===== config.mk =====
export PLATFORM = sky130hd
export DESIGN_NAME = word_parse_ctrl_flat
export DESIGN_NICKNAME = d
export VERILOG_FILES = /design/src/rtl/word_parse_ctrl_if.sv /design/src/rtl/word_parse_ctrl.sv /design/src/flat_wrapper.sv
export SDC_FILE = /design/constraint.sdc
export NUM_CORES = 1
export LEC_CHECK = 0
export CORE_MARGIN = 10
export CORE_UTILIZATION = 50
export DETAILED_ROUTE_END_ITERATION = 6
export GPL_TIMING_DRIVEN = 0
export PLACE_DENSITY = 0.77
export SLEW_MARGIN = 15
export SYNTH_ARGS = -nofsm -noshare
export SYNTH_HDL_FRONTEND = slang
export SYNTH_SLANG_ARGS = --single-unit

===== constraint.sdc =====
create_clock -name i_clk -period 11.3 [get_ports i_clk]
set_input_delay 1.695 -clock i_clk [delete_from_list [all_inputs] [get_ports i_clk]]
set_output_delay 1.695 -clock i_clk [all_outputs]
set_load 0.01 [all_outputs]

===== src/rtl/word_parse_ctrl_if.sv =====
// Character-in / word-out handshake bundle for the Forth word parser.
// The parser sits on the slave side; the driver and consumer use master.
interface word_parse_ctrl_if #(
    parameter int WIDTH = 32,
    parameter int DATA  = 32
);
    localparam int LW = $clog2(WIDTH + 1);

    logic [7:0]         i_char;
    logic               i_char_valid;
    logic               o_char_ready;
    logic [8*WIDTH-1:0] o_word;
    logic [LW-1:0]      o_len;
    logic [DATA-1:0]    o_data;
    logic               o_num;
    logic               o_ovf;
    logic               o_valid;
    logic               i_ready;

    modport slave (
        input  i_char, i_char_valid, i_ready,
        output o_char_ready, o_word, o_len,
        output o_data, o_num, o_ovf, o_valid
    );

    modport master (
        output i_char, i_char_valid, i_ready,
        input  o_char_ready, o_word, o_len,
        input  o_data, o_num, o_ovf, o_valid
    );
endinterface


===== src/rtl/word_parse_ctrl.sv =====
// Forth front end: collects blank-delimited words, converts each
// to a signed integer one char per clock, then presents the result.
module word_parse_ctrl #(
    parameter int WIDTH = 32,
    parameter int DATA  = 32
) (
    input  logic              i_clk,
    input  logic              i_rst_n,
    word_parse_ctrl_if.slave  bus
);
    localparam int LW = $clog2(WIDTH + 1);
    localparam int AW = (WIDTH > 1) ? $clog2(WIDTH) : 1;

    typedef enum logic [1:0] {
        COLLECT = 2'd0,
        CONVERT = 2'd1,
        OUTPUT  = 2'd2
    } state_t;

    state_t          state_q, state_d;
    logic [7:0]      buf_q [WIDTH];
    logic [LW-1:0]   len_q, len_d;
    logic [LW-1:0]   idx_q, idx_d;
    logic [DATA-1:0] acc_q, acc_d;
    logic            neg_q, neg_d;
    logic            err_q, err_d;
    logic            ovf_q, ovf_d;
    logic            run_q;

    logic            wr_en;
    logic            xfer;
    logic            in_ws;
    logic [7:0]      cur_ch;
    logic            cur_dig;
    logic            cur_minus;
    logic [DATA-1:0] cur_val;

    // Classify the incoming char and the char under conversion
    always_comb begin
        in_ws = 1'b0;
        unique case (1'b1)
            (bus.i_char == 8'h20): in_ws = 1'b1;
            (bus.i_char == 8'h09): in_ws = 1'b1;
            (bus.i_char == 8'h0A): in_ws = 1'b1;
            (bus.i_char == 8'h0D): in_ws = 1'b1;
            default:               in_ws = 1'b0;
        endcase
        cur_ch    = buf_q[idx_q[AW-1:0]];
        cur_dig   = (cur_ch >= 8'h30) && (cur_ch <= 8'h39);
        cur_minus = (cur_ch == 8'h2D);
        cur_val   = {{(DATA-4){1'b0}}, cur_ch[3:0]};
    end

    // Next-state and datapath update for the three-phase sequencer
    always_comb begin
        state_d = state_q;
        len_d   = len_q;
        idx_d   = idx_q;
        acc_d   = acc_q;
        neg_d   = neg_q;
        err_d   = err_q;
        ovf_d   = ovf_q;
        wr_en   = 1'b0;
        xfer    = bus.i_char_valid & bus.o_char_ready;
        unique case (state_q)
            COLLECT: begin
                if (xfer) begin
                    if (in_ws) begin
                        if (len_q != '0) begin
                            state_d = CONVERT;
                            idx_d   = '0;
                        end
                    end else if (len_q < LW'(WIDTH)) begin
                        wr_en = 1'b1;
                        len_d = len_q + 1'b1;
                    end else begin
                        ovf_d = 1'b1;
                    end
                end
            end
            CONVERT: begin
                if ((idx_q == '0) && cur_minus && (len_q > LW'(1))) begin
                    neg_d = 1'b1;
                end else if (cur_dig) begin
                    acc_d = (acc_q << 3) + (acc_q << 1) + cur_val;
                end else begin
                    err_d = 1'b1;
                end
                idx_d = idx_q + 1'b1;
                if (idx_q == len_q - 1'b1) begin
                    state_d = OUTPUT;
                end
            end
            OUTPUT: begin
                if (bus.i_ready) begin
                    state_d = COLLECT;
                    len_d   = '0;
                    acc_d   = '0;
                    neg_d   = 1'b0;
                    err_d   = 1'b0;
                    ovf_d   = 1'b0;
                end
            end
            default: begin
                state_d = COLLECT;
            end
        endcase
    end

    // Control and accumulator registers
    always_ff @(posedge i_clk) begin
        if (!i_rst_n) begin
            state_q <= COLLECT;
            len_q   <= '0;
            idx_q   <= '0;
            acc_q   <= '0;
            neg_q   <= 1'b0;
            err_q   <= 1'b0;
            ovf_q   <= 1'b0;
            run_q   <= 1'b0;
        end else begin
            state_q <= state_d;
            len_q   <= len_d;
            idx_q   <= idx_d;
            acc_q   <= acc_d;
            neg_q   <= neg_d;
            err_q   <= err_d;
            ovf_q   <= ovf_d;
            run_q   <= 1'b1;
        end
    end

    // Word buffer: append at the current length
    always_ff @(posedge i_clk) begin
        if (!i_rst_n) begin
            for (int k = 0; k < WIDTH; k++) begin
                buf_q[k] <= 8'h00;
            end
        end else if (wr_en) begin
            buf_q[len_q[AW-1:0]] <= bus.i_char;
        end
    end

    // Result presentation; o_num is gated so nothing leaks out of reset
    always_comb begin
        bus.o_char_ready = run_q && (state_q == COLLECT);
        bus.o_valid      = (state_q == OUTPUT);
        bus.o_num        = bus.o_valid & ~err_q & ~ovf_q;
        bus.o_data       = '0;
        if (bus.o_num) begin
            bus.o_data = neg_q ? (~acc_q + 1'b1) : acc_q;
        end
        bus.o_len = len_q;
        bus.o_ovf = ovf_q;
        for (int k = 0; k < WIDTH; k++) begin
            bus.o_word[8*k +: 8] = buf_q[k];
        end
    end
endmodule


===== src/flat_wrapper.sv =====
// flat-port wrapper written by rule: the top's interface ports become plain ports
module word_parse_ctrl_flat 
#(
    parameter int WIDTH = 32,
    parameter int DATA  = 32
)
  (i_clk, i_rst_n, bus_i_char, bus_i_char_valid, bus_i_ready, bus_o_char_ready, bus_o_word, bus_o_len, bus_o_data, bus_o_num, bus_o_ovf, bus_o_valid);
  word_parse_ctrl_if #(.WIDTH(WIDTH), .DATA(DATA)) bus_i ();
  input  logic i_clk;
  input  logic i_rst_n;
  input wire logic [$bits(bus_i.i_char)-1:0] bus_i_char;
  input wire logic [$bits(bus_i.i_char_valid)-1:0] bus_i_char_valid;
  input wire logic [$bits(bus_i.i_ready)-1:0] bus_i_ready;
  output wire logic [$bits(bus_i.o_char_ready)-1:0] bus_o_char_ready;
  output wire logic [$bits(bus_i.o_word)-1:0] bus_o_word;
  output wire logic [$bits(bus_i.o_len)-1:0] bus_o_len;
  output wire logic [$bits(bus_i.o_data)-1:0] bus_o_data;
  output wire logic [$bits(bus_i.o_num)-1:0] bus_o_num;
  output wire logic [$bits(bus_i.o_ovf)-1:0] bus_o_ovf;
  output wire logic [$bits(bus_i.o_valid)-1:0] bus_o_valid;
  assign bus_i.i_char = bus_i_char;
  assign bus_i.i_char_valid = bus_i_char_valid;
  assign bus_i.i_ready = bus_i_ready;
  assign bus_o_char_ready = bus_i.o_char_ready;
  assign bus_o_word = bus_i.o_word;
  assign bus_o_len = bus_i.o_len;
  assign bus_o_data = bus_i.o_data;
  assign bus_o_num = bus_i.o_num;
  assign bus_o_ovf = bus_i.o_ovf;
  assign bus_o_valid = bus_i.o_valid;
  word_parse_ctrl #(.WIDTH(WIDTH), .DATA(DATA)) u_core (.i_clk(i_clk), .i_rst_n(i_rst_n), .bus(bus_i));
endmodule

==> flow_metrics.tcl, run 1 <==
set metrics [dict create \
    antenna_found_initial 2 \
    crit_type "flip-flop to flip-flop" \
    post_cts_buffers 0 \
    first_pass_iters 7 \
    cpPeakStageDelay_ps 840 \
    worstPathArrival_ps 6580 \
    routed_wl_um 64200 \
    status "finished, violations left" \
    crit_family "compound AO/OA/AOI/OAI gates" \
    clock_latency_ps 530 \
    drv_slew 0 \
    yosysMostFrequentCell "and2_1" \
    hold_class "flip-flop to flip-flop" \
    syn-num-nets 1546 \
    cap_violations 0 \
    track_usage_pct 30.1 \
    grt-ovfl-total 0 \
    leakage_uw 0.00799 \
    die_h_um 203 \
    dpl.cell_count 2218 \
    grt_pass1_wl_um 92900 \
    finalHoldViolCount 0 \
    power_uw 2610 \
    antenna_cells 0 \
    critical_path.cell_chain "buf_2, buf_1, mux4_2, o2111ai_1, nand2_1, nor2_1, fa_1, inv_1, ha_1, a21oi_1, o211ai_1, or4_1, and3b_1, o41ai_1, o41ai_1, a21oi_1, xnor2_1, o21ai_0" \
    die-area_um2 41000 \
    synth-main-ff-cell "edfxtp_1" \
    synth_top_area_share_pct 46.2 \
    yosysSeqAreaShare_pct 52.8 \
    synthTopCellsByArea "edfxtp_1 (46%), and2_1 (9.9%), dfxtp_1 (6.6%), mux4_2 (5.3%), ha_1 (4.9%)" \
    synth_area_um2 16700 \
    synth_edf_count 256 \
    cts_hold_buf 0 \
    htree_levels 2 \
    power_density_nw_per_um2 122 \
    root_buffer "clkbuf_16" \
    crit_path_end_kind "flip-flop" \
    cts_buffers 35 \
    viasPerCell 6.18 \
    avgSynthCellArea_um2 11.4 \
    cts_tree "done" \
    skew_ps 19.6 \
    slew_headroom_pct 19.5 \
    finalSetupViolCount 0 \
    reg2reg_slack_ps 5110 \
    drt_iter0_drc 1552 \
    cts_sinks 311 \
    yosys_warnings 0 \
    critPathLaunchType "flip-flop" \
    clockBufferDepth 3 \
    hpwl_um 48900 \
    synth_cell_types 73 \
    nets 1893 \
    crit_buf_inv 3 \
    wl_per_cell_um 28.2 \
    synthCells 1467 \
    cts.repair.resized 0 \
    synth_common_cells "and2_1 (263), edfxtp_1 (256), nor2_1 (123), nand2_1 (79), o21ai_0 (72)" \
    synth_top_area_cell "edfxtp_1" \
    syn2layout_area_growth_pct 28.5 \
    final_cells 2280 \
    start_util_pct 50.9 \
    async_reset_ff_share_pct 0 \
    setup_tns_ps 0 \
    whs_ps 477 \
    portBuffers 309 \
    finalCritPeriodShare_pct 54.7 \
    clk_pin_slew_ps 60 \
    vias 14100 \
    gp_congestion 1.01 \
    fmax_mhz 162 \
    fin_crit_ps 6190 \
    drtAntennaViolNets 0 \
    grt_max_degree 14 \
    grt_pass1_vias 13900 \
    vdd_drop_max_mv 0.128 \
    violations "DRC" \
    fp-row-count 66 \
    coreArea_um2 32700 \
    drc_errors 8 \
    rsz0062_at_grt "no" \
    die_w_um 203 \
    worstMarginPinSlew_ps 1210 \
    synth-seq-cells 311 \
    worst_ep_required_time_ps 11700 \
    layout-drive-gt1-share_pct 6.69 \
    io_pins 310 \
    cp_slowest_cell "buf_1" \
    crit_fanout 10 \
]
[worst paths after layout]
| kind | startpoint | end | cells after the start |
|---|---|---|---|
| setup / recovery | flip-flop | u_core.acc_q[31]$_SDFFE_PN0P_ | 18 |
| hold reg to reg | u_core.err_q$_SDFFE_PN0P_ | u_core.err_q$_SDFFE_PN0P_ | 2 |
| setup reg to reg | flip-flop | u_core.acc_q[31]$_SDFFE_PN0P_ | 18 |
| hold / removal | u_core.err_q$_SDFFE_PN0P_ | u_core.err_q$_SDFFE_PN0P_ | 2 |
[report_power, final]
group          total, uW  internal (uW)  switching, uW
sequential          1310           1270           31.9
combinational        199           83.7            116
clock               1100            624            479
[per-stage QoR]
stage	util, %	setup slack, ps	instance area, um2
after floorplan	-	6830	16700
after global placement	62.1	5160	20300
after detailed placement	62.1	5070	20300
after CTS	65.4	5300	21400
after global routing	65.4	4990	21400
final	65.4	5110	21400
[layer usage]
metal / track usage (%) / wire [um] / vias to the layer above
li1: - / - / 6069
met1: 35.7 / 22900 / 6802
met2: 49.8 / 30200 / 1003
met3: 9.47 / 8020 / 221
met4: 12.7 / 3110 / 2
met5: 0 / 14 / -
[worst reg2reg max path, stage by stage (launching register included)]
cell       delay (ps)
dfxtp_1           480
buf_2             390
buf_1             840
mux4_2            500
o2111ai_1         220
nand2_1           160
nor2_1            220
fa_1              440
inv_1             110
ha_1              240
a21oi_1           180
o211ai_1          220
or4_1             600
and3b_1           260
o41ai_1           520
o41ai_1           190
a21oi_1           240
xnor2_1           150
o21ai_0            90
[final cells by class]
type / count / area (um2)
buffer: 81 / 320
clock buffer: 42 / 945
clock inverter: 19 / 145
fill: 2552 / 11300
inverter: 18 / 67.6
multi-input combinational: 1057 / 7480
sequential: 311 / 8790
tap: 442 / 553
timing repair buffer: 310 / 3100
[flip-flops by register name, summed over array words and instances (netlist names), named ones only]
| register | flops |
|---|---|
| u_core.err_q | 1 |
| u_core.run_q | 1 |
| u_core.idx_q | 6 |
| u_core.state_q | 2 |
| u_core.buf_q | 256 |
| u_core.acc_q | 32 |
| u_core.bus.o_ovf | 1 |
| u_core.bus.o_len | 6 |
| u_core.neg_q | 1 |
[logic make-up (layout without fill, tap and decap cells)]
family / Yosys count / in the layout / share of synthesized area, %
simple gates: 621 / 621 / 20.2
flops: 311 / 311 / 52.8
compound gates: 233 / 233 / 8.96
buf+inv: 99 / 470 / 2.33
xor+xnor: 70 / 70 / 3.68
fa+ha+maj: 67 / 67 / 5.12
mux: 66 / 66 / 6.92
[placed cells by master, fill, tap and decap left out, types with 17 or more instances in the layout]
master	count
a21oi_1	63
and2_1	263
clkbuf_1	69
clkbuf_16	37
clkdlybuf4s50_1	309
dfxtp_1	55
edfxtp_1	256
ha_1	65
inv_1	17
mux2i_1	24
mux4_2	39
nand2_1	79
nand3_1	45
nand4_1	22
nor2_1	123
nor3_1	22
o21ai_0	44
o21ai_1	30
xnor2_1	21
xor2_1	49
Power figures use the tool's default switching activity.
==> inputs of run 2 (changes only) <==
--- a/config.mk
+++ b/config.mk
@@ -6,7 +6,7 @@
 export NUM_CORES = 1
 export LEC_CHECK = 0
 export CORE_MARGIN = 10
-export CORE_UTILIZATION = 50
+export CORE_UTILIZATION = 48
 export DETAILED_ROUTE_END_ITERATION = 6
 export GPL_TIMING_DRIVEN = 0
 export PLACE_DENSITY = 0.77
==> constraint.sdc (replaced) <==
create_clock -name i_clk -period 5 [get_ports i_clk]
set_input_delay 0.75 -clock i_clk [delete_from_list [all_inputs] [get_ports i_clk]]
set_output_delay 0.75 -clock i_clk [all_outputs]
set_load 0.01 [all_outputs]
==> flow_metrics.tcl, run 2 (synthesis results as in run 1) <==
set metrics [dict create \
    status "complete, no violations" \
    clockBufferDepth 3 \
    power_uw 5990 \
    nets 1898 \
    mostFrequentLayoutCells "clkdlybuf4s50_1 (309), and2_1 (263), edfxtp_1 (256)" \
    hpwl_um 49200 \
    grt_pass1_vias 13900 \
    gp_congestion 0.978 \
    crit_type "flip-flop to flip-flop" \
    power_density_nw_per_um2 276 \
    drv_slew 0 \
    worstMarginPinSlew_ps 1140 \
    finalCritPeriodShare_pct 98.3 \
    crit_fanout 10 \
    layout-drive-gt1-share_pct 8.46 \
    wl_per_cell_um 28.1 \
    utilization_pct 63.1 \
    regMostFlops "u_core.buf_q" \
    worstPathArrival_ps 5340 \
    grt_pass1_wl_um 92600 \
    first_pass_iters 5 \
    cts_sinks 311 \
    root_buffer "clkbuf_16" \
    clock_latency_ps 530 \
    rsz0062_at_grt "yes" \
    io_pins 310 \
    vias 14100 \
    finalHoldViolCount 0 \
    clk_pin_slew_ps 60 \
    routed_wl_um 64600 \
    leakage_uw 0.00809 \
    die_w_um 206 \
    skew_ps 26.9 \
    final_common_cell "clkdlybuf4s50_1" \
    grt-ovfl-total 0 \
    coreArea_um2 34400 \
    antenna_cells 0 \
    fmax_mhz 204 \
    portBuffers 309 \
    htree_levels 2 \
    drc_errors 0 \
    drt_iter0_drc 1605 \
    die-area_um2 42500 \
    grt_max_degree 15 \
    hold_class "flip-flop to flip-flop" \
    finalSetupViolCount 0 \
    fp-row-count 68 \
    cpPeakStageDelay_ps 580 \
    crit_path_end_kind "flip-flop" \
    whs_ps 482 \
    cts_tree "done" \
    largest_register_ffs 256 \
    vdd_drop_max_mv 0.211 \
    final_cells 2299 \
    syn2layout_area_growth_pct 30.3 \
    setup_tns_ps 0 \
    critPathLaunchType "flip-flop" \
    start_util_pct 48.5 \
    cts_buffers 35 \
    largestRegisters "u_core.buf_q (256), u_core.acc_q (32)" \
    worst_ep_required_time_ps 5430 \
    fin_crit_ps 4910 \
    slew_headroom_pct 22.9 \
    viasPerCell 6.14 \
    drtAntennaViolNets 0 \
    die_h_um 206 \
    cp_slowest_cell "mux4_2" \
    track_usage_pct 29.5 \
    critical_path.cell_chain "buf_12, buf_6, mux4_2, nand3_1, nand3_2, nor2_4, fa_1, inv_1, ha_1, a21oi_2, o211ai_1, or4_4, and3b_2, o41ai_4, buf_4, xnor2_1, nand3_1, a21oi_1" \
    crit_path_frequent_cell "nand3_1" \
    dpl.cell_count 2233 \
    cap_violations 0 \
    antenna_found_initial 0 \
]
[run 2: cell count changes in the layout (fill, tap and decap cells not counted), sizes merged]
cell | previous run | this run
bufinv | 1 | 4
inv | 19 | 20
clkinv | 13 | 12
buf | 18 | 25
clkbuf | 106 | 102
[run 2: worst paths after layout]
| check | to | from | cells past startpoint | slack [ps] |
|---|---|---|---|---|
| worst max-delay path | u_core.acc_q[23]$_SDFFE_PN0P_ | flip-flop | 18 | 90 |
| worst min-delay path | u_core.err_q$_SDFFE_PN0P_ | u_core.err_q$_SDFFE_PN0P_ | 2 | 480 |
| worst max register to register | u_core.acc_q[23]$_SDFFE_PN0P_ | flip-flop | 18 | 90 |
| worst min register to register | u_core.err_q$_SDFFE_PN0P_ | u_core.err_q$_SDFFE_PN0P_ | 2 | 480 |
[run 2: timing repair]
action,in CTS,in global routing
pin swaps,2,8
setup buffers,1,4
setup endpoints to repair,19,15
hold buffers,0,0
resized for setup,40,33
[run 2: worst max-delay path: cells and delay by family, from the launching register on]
| kind | cells | cell delay [ps] |
|---|---|---|
| fa+ha+maj | 2 | 680 |
| xor+xnor | 1 | 120 |
| mux | 1 | 580 |
| simple gates | 6 | 1450 |
| compound gates | 4 | 870 |
| buf+inv | 4 | 700 |
| flops | 1 | 400 |
[run 2: area by class of cell]
type,instances,area (um2)
clock inverter,22,223
timing repair buffer,316,3150
multi-input combinational,1057,7580
inverter,18,68.8
tap,455,569
clock buffer,40,895
buffer,80,428
sequential,311,8790
fill,2703,12700
[run 2: where the power goes]
group / internal (uW) / switching, uW / leakage [uW]
logic: 191 / 257 / 0.00450
registers: 2880 / 76.8 / 0.00305
clock network: 1500 / 1090 / 0.000535
total: 4570 / 1420 / 0.00809
[run 2: stage by stage]
stage          setup WS [ps]  instance area [um2]
6_report                86.5                21700
2_1_floorplan            600                16700
5_1_grt                -24.1                21700
4_1_cts                -4.60                21600
3_5_place_dp           -1040                20300
3_3_place_gp           -1020                20300
[run 2: metal layers]
metal | global-route usage [%] | up-vias | part of all wire (%)
li1 | - | 6069 | -
met1 | 35.4 | 6893 | 36
met2 | 49.3 | 971 | 48
met3 | 7.92 | 187 | 12
met4 | 12.4 | 0 | 4.6
met5 | 0 | - | 0
==> inputs of run 3 (changes only) <==
--- a/config.mk
+++ b/config.mk
@@ -10,7 +10,7 @@
 export DETAILED_ROUTE_END_ITERATION = 6
 export GPL_TIMING_DRIVEN = 0
 export PLACE_DENSITY = 0.77
-export SLEW_MARGIN = 15
+export SETUP_SLACK_MARGIN = 0.4
 export SYNTH_ARGS = -nofsm -noshare
 export SYNTH_HDL_FRONTEND = slang
 export SYNTH_SLANG_ARGS = --single-unit
==> flow_metrics.tcl, run 3 (synthesis results as in run 1) <==
set metrics [dict create \
    rsz0062_at_grt "yes" \
    hpwl_um 49100 \
    gp_congestion 0.978 \
    cts_buffers 36 \
    dpl.cell_count 2232 \
    worstPathArrival_ps 4830 \
    first_pass_iters 5 \
    leakage_uw 0.00828 \
    grt_pass1_wl_um 92800 \
    vdd_drop_max_mv 0.233 \
    finalCritPeriodShare_pct 93.1 \
    fp-row-count 68 \
    skew_ps 30.5 \
    crit_type "input port to flip-flop" \
    antenna_cells 0 \
    critPathLaunchType "input port" \
    drtAntennaViolNets 0 \
    fin_crit_ps 4660 \
    slew_headroom_pct 28.3 \
    clockBufferDepth 3 \
    cts_tree "done" \
    die_w_um 206 \
    status "complete, no violations" \
    coreArea_um2 34400 \
    regMostFlops "u_core.buf_q" \
    antenna_found_initial 1 \
    grt_pass1_vias 14100 \
    cts_sinks 311 \
    hold_class "flip-flop to flip-flop" \
    clock_latency_ps 550 \
    power_uw 5890 \
    clk_pin_slew_ps 60 \
    wl_per_cell_um 28.0 \
    final_area_um2 22100 \
    nets 1913 \
    cts_hold_buf 0 \
    largestRegisters "u_core.buf_q (256), u_core.acc_q (32)" \
    power_density_nw_per_um2 267 \
    io_pins 310 \
    die_h_um 206 \
    whs_ps 473 \
    layout-drive-gt1-share_pct 11.3 \
    finalSetupViolCount 0 \
    viasPerCell 6.14 \
    mostFrequentLayoutCells "clkdlybuf4s50_1 (303), and2_1 (263), edfxtp_1 (256)" \
    worst_ep_required_time_ps 5170 \
    drc_errors 0 \
    final_cells 2316 \
    drt_iter0_drc 1455 \
    die-area_um2 42500 \
    vias 14200 \
    drv_slew 0 \
    grt_max_degree 14 \
    cap_violations 0 \
    grt-ovfl-total 0 \
    root_buffer "clkbuf_16" \
    start_util_pct 48.5 \
    utilization_pct 64.2 \
    routed_wl_um 64900 \
    worstMarginPinSlew_ps 1070 \
    crit_fanout 10 \
    crit_path_end_kind "flip-flop" \
    place_area_um2 20300 \
    final_common_cell "clkdlybuf4s50_1" \
    track_usage_pct 29.5 \
    largest_register_ffs 256 \
    finalHoldViolCount 0 \
    fmax_mhz 215 \
    htree_levels 2 \
    syn2layout_area_growth_pct 32.4 \
    portBuffers 309 \
]
## run 3: cell types whose count changed in the layout (fill, tap and decap cells not counted), sizes merged
cell and change:
clkinvlp -2, dlymetal6s2s +2, buf +12, clkdlybuf4s50 -6, bufinv -4, clkbuf +12, inv -1, dlygate4sd2 +4
## run 3: where the power goes
group / total, uW / switching [uW] / internal (uW)
combinational: 453 / 260 / 194
sequential: 2960 / 77.0 / 2880
clock: 2480 / 1100 / 1380
## run 3: path summary, 6_finish.rpt
kind / startpoint / to / slack [ps] / cells after the start
worst max-delay path: bus_i_char[5] / u_core.buf_q[9][3]$_SDFFCE_PN0P_ / 340 / 9
worst min-delay path: u_core.err_q$_SDFFE_PN0P_ / u_core.err_q$_SDFFE_PN0P_ / 470 / 2
worst max register to register: flip-flop / u_core.acc_q[31]$_SDFFE_PN0P_ / 380 / 18
worst min register to register: u_core.err_q$_SDFFE_PN0P_ / u_core.err_q$_SDFFE_PN0P_ / 470 / 2
## run 3: cell type report
class / count / area [um2]
multi-input cells: 1057 / 7780
clock buffers: 50 / 975
fillers: 2662 / 12300
flip-flops and latches: 311 / 8800
plain buffers: 81 / 464
inverters: 18 / 68.8
well taps: 455 / 569
repair buffers: 329 / 3290
clock inverters: 15 / 106
## run 3: metrics by stage
step / worst slack [ps] / setup TNS, ps
after global routing: 230 / 0
after detailed placement: -1040 / -60860
final: 343 / 0
after global placement: -1020 / -52430
after CTS: 260 / 0
after floorplan: 600 / 0
## run 3: per-layer routing
layer | up-vias | track usage [%] | routed length [um]
met2 | 1017 | 49.2 | 30900
met1 | 6872 | 35.3 | 23000
met3 | 219 | 7.62 | 7590
met5 | - | 0 | 17
met4 | 2 | 13.4 | 3340
li1 | 6106 | - | -
## run 3: repair_timing
| item | in CTS | in global routing |
|---|---|---|
| endpoints found under the hold margin | 0 | 0 |
| pin swaps | 10 | 19 |
| endpoints found under the setup margin | 194 | 228 |
| setup buffers | 7 | 12 |
| gates resized for setup | 102 | 63 |
## run 3: critical path: stages
cell,delay [ps]
clkdlybuf4s50_1,800
nand3b_1,180
a21oi_1,70
o21ai_0,530
nand3_1,210
nor3_1,410
nand2_1,520
clkbuf_1,580
o21ai_1,750
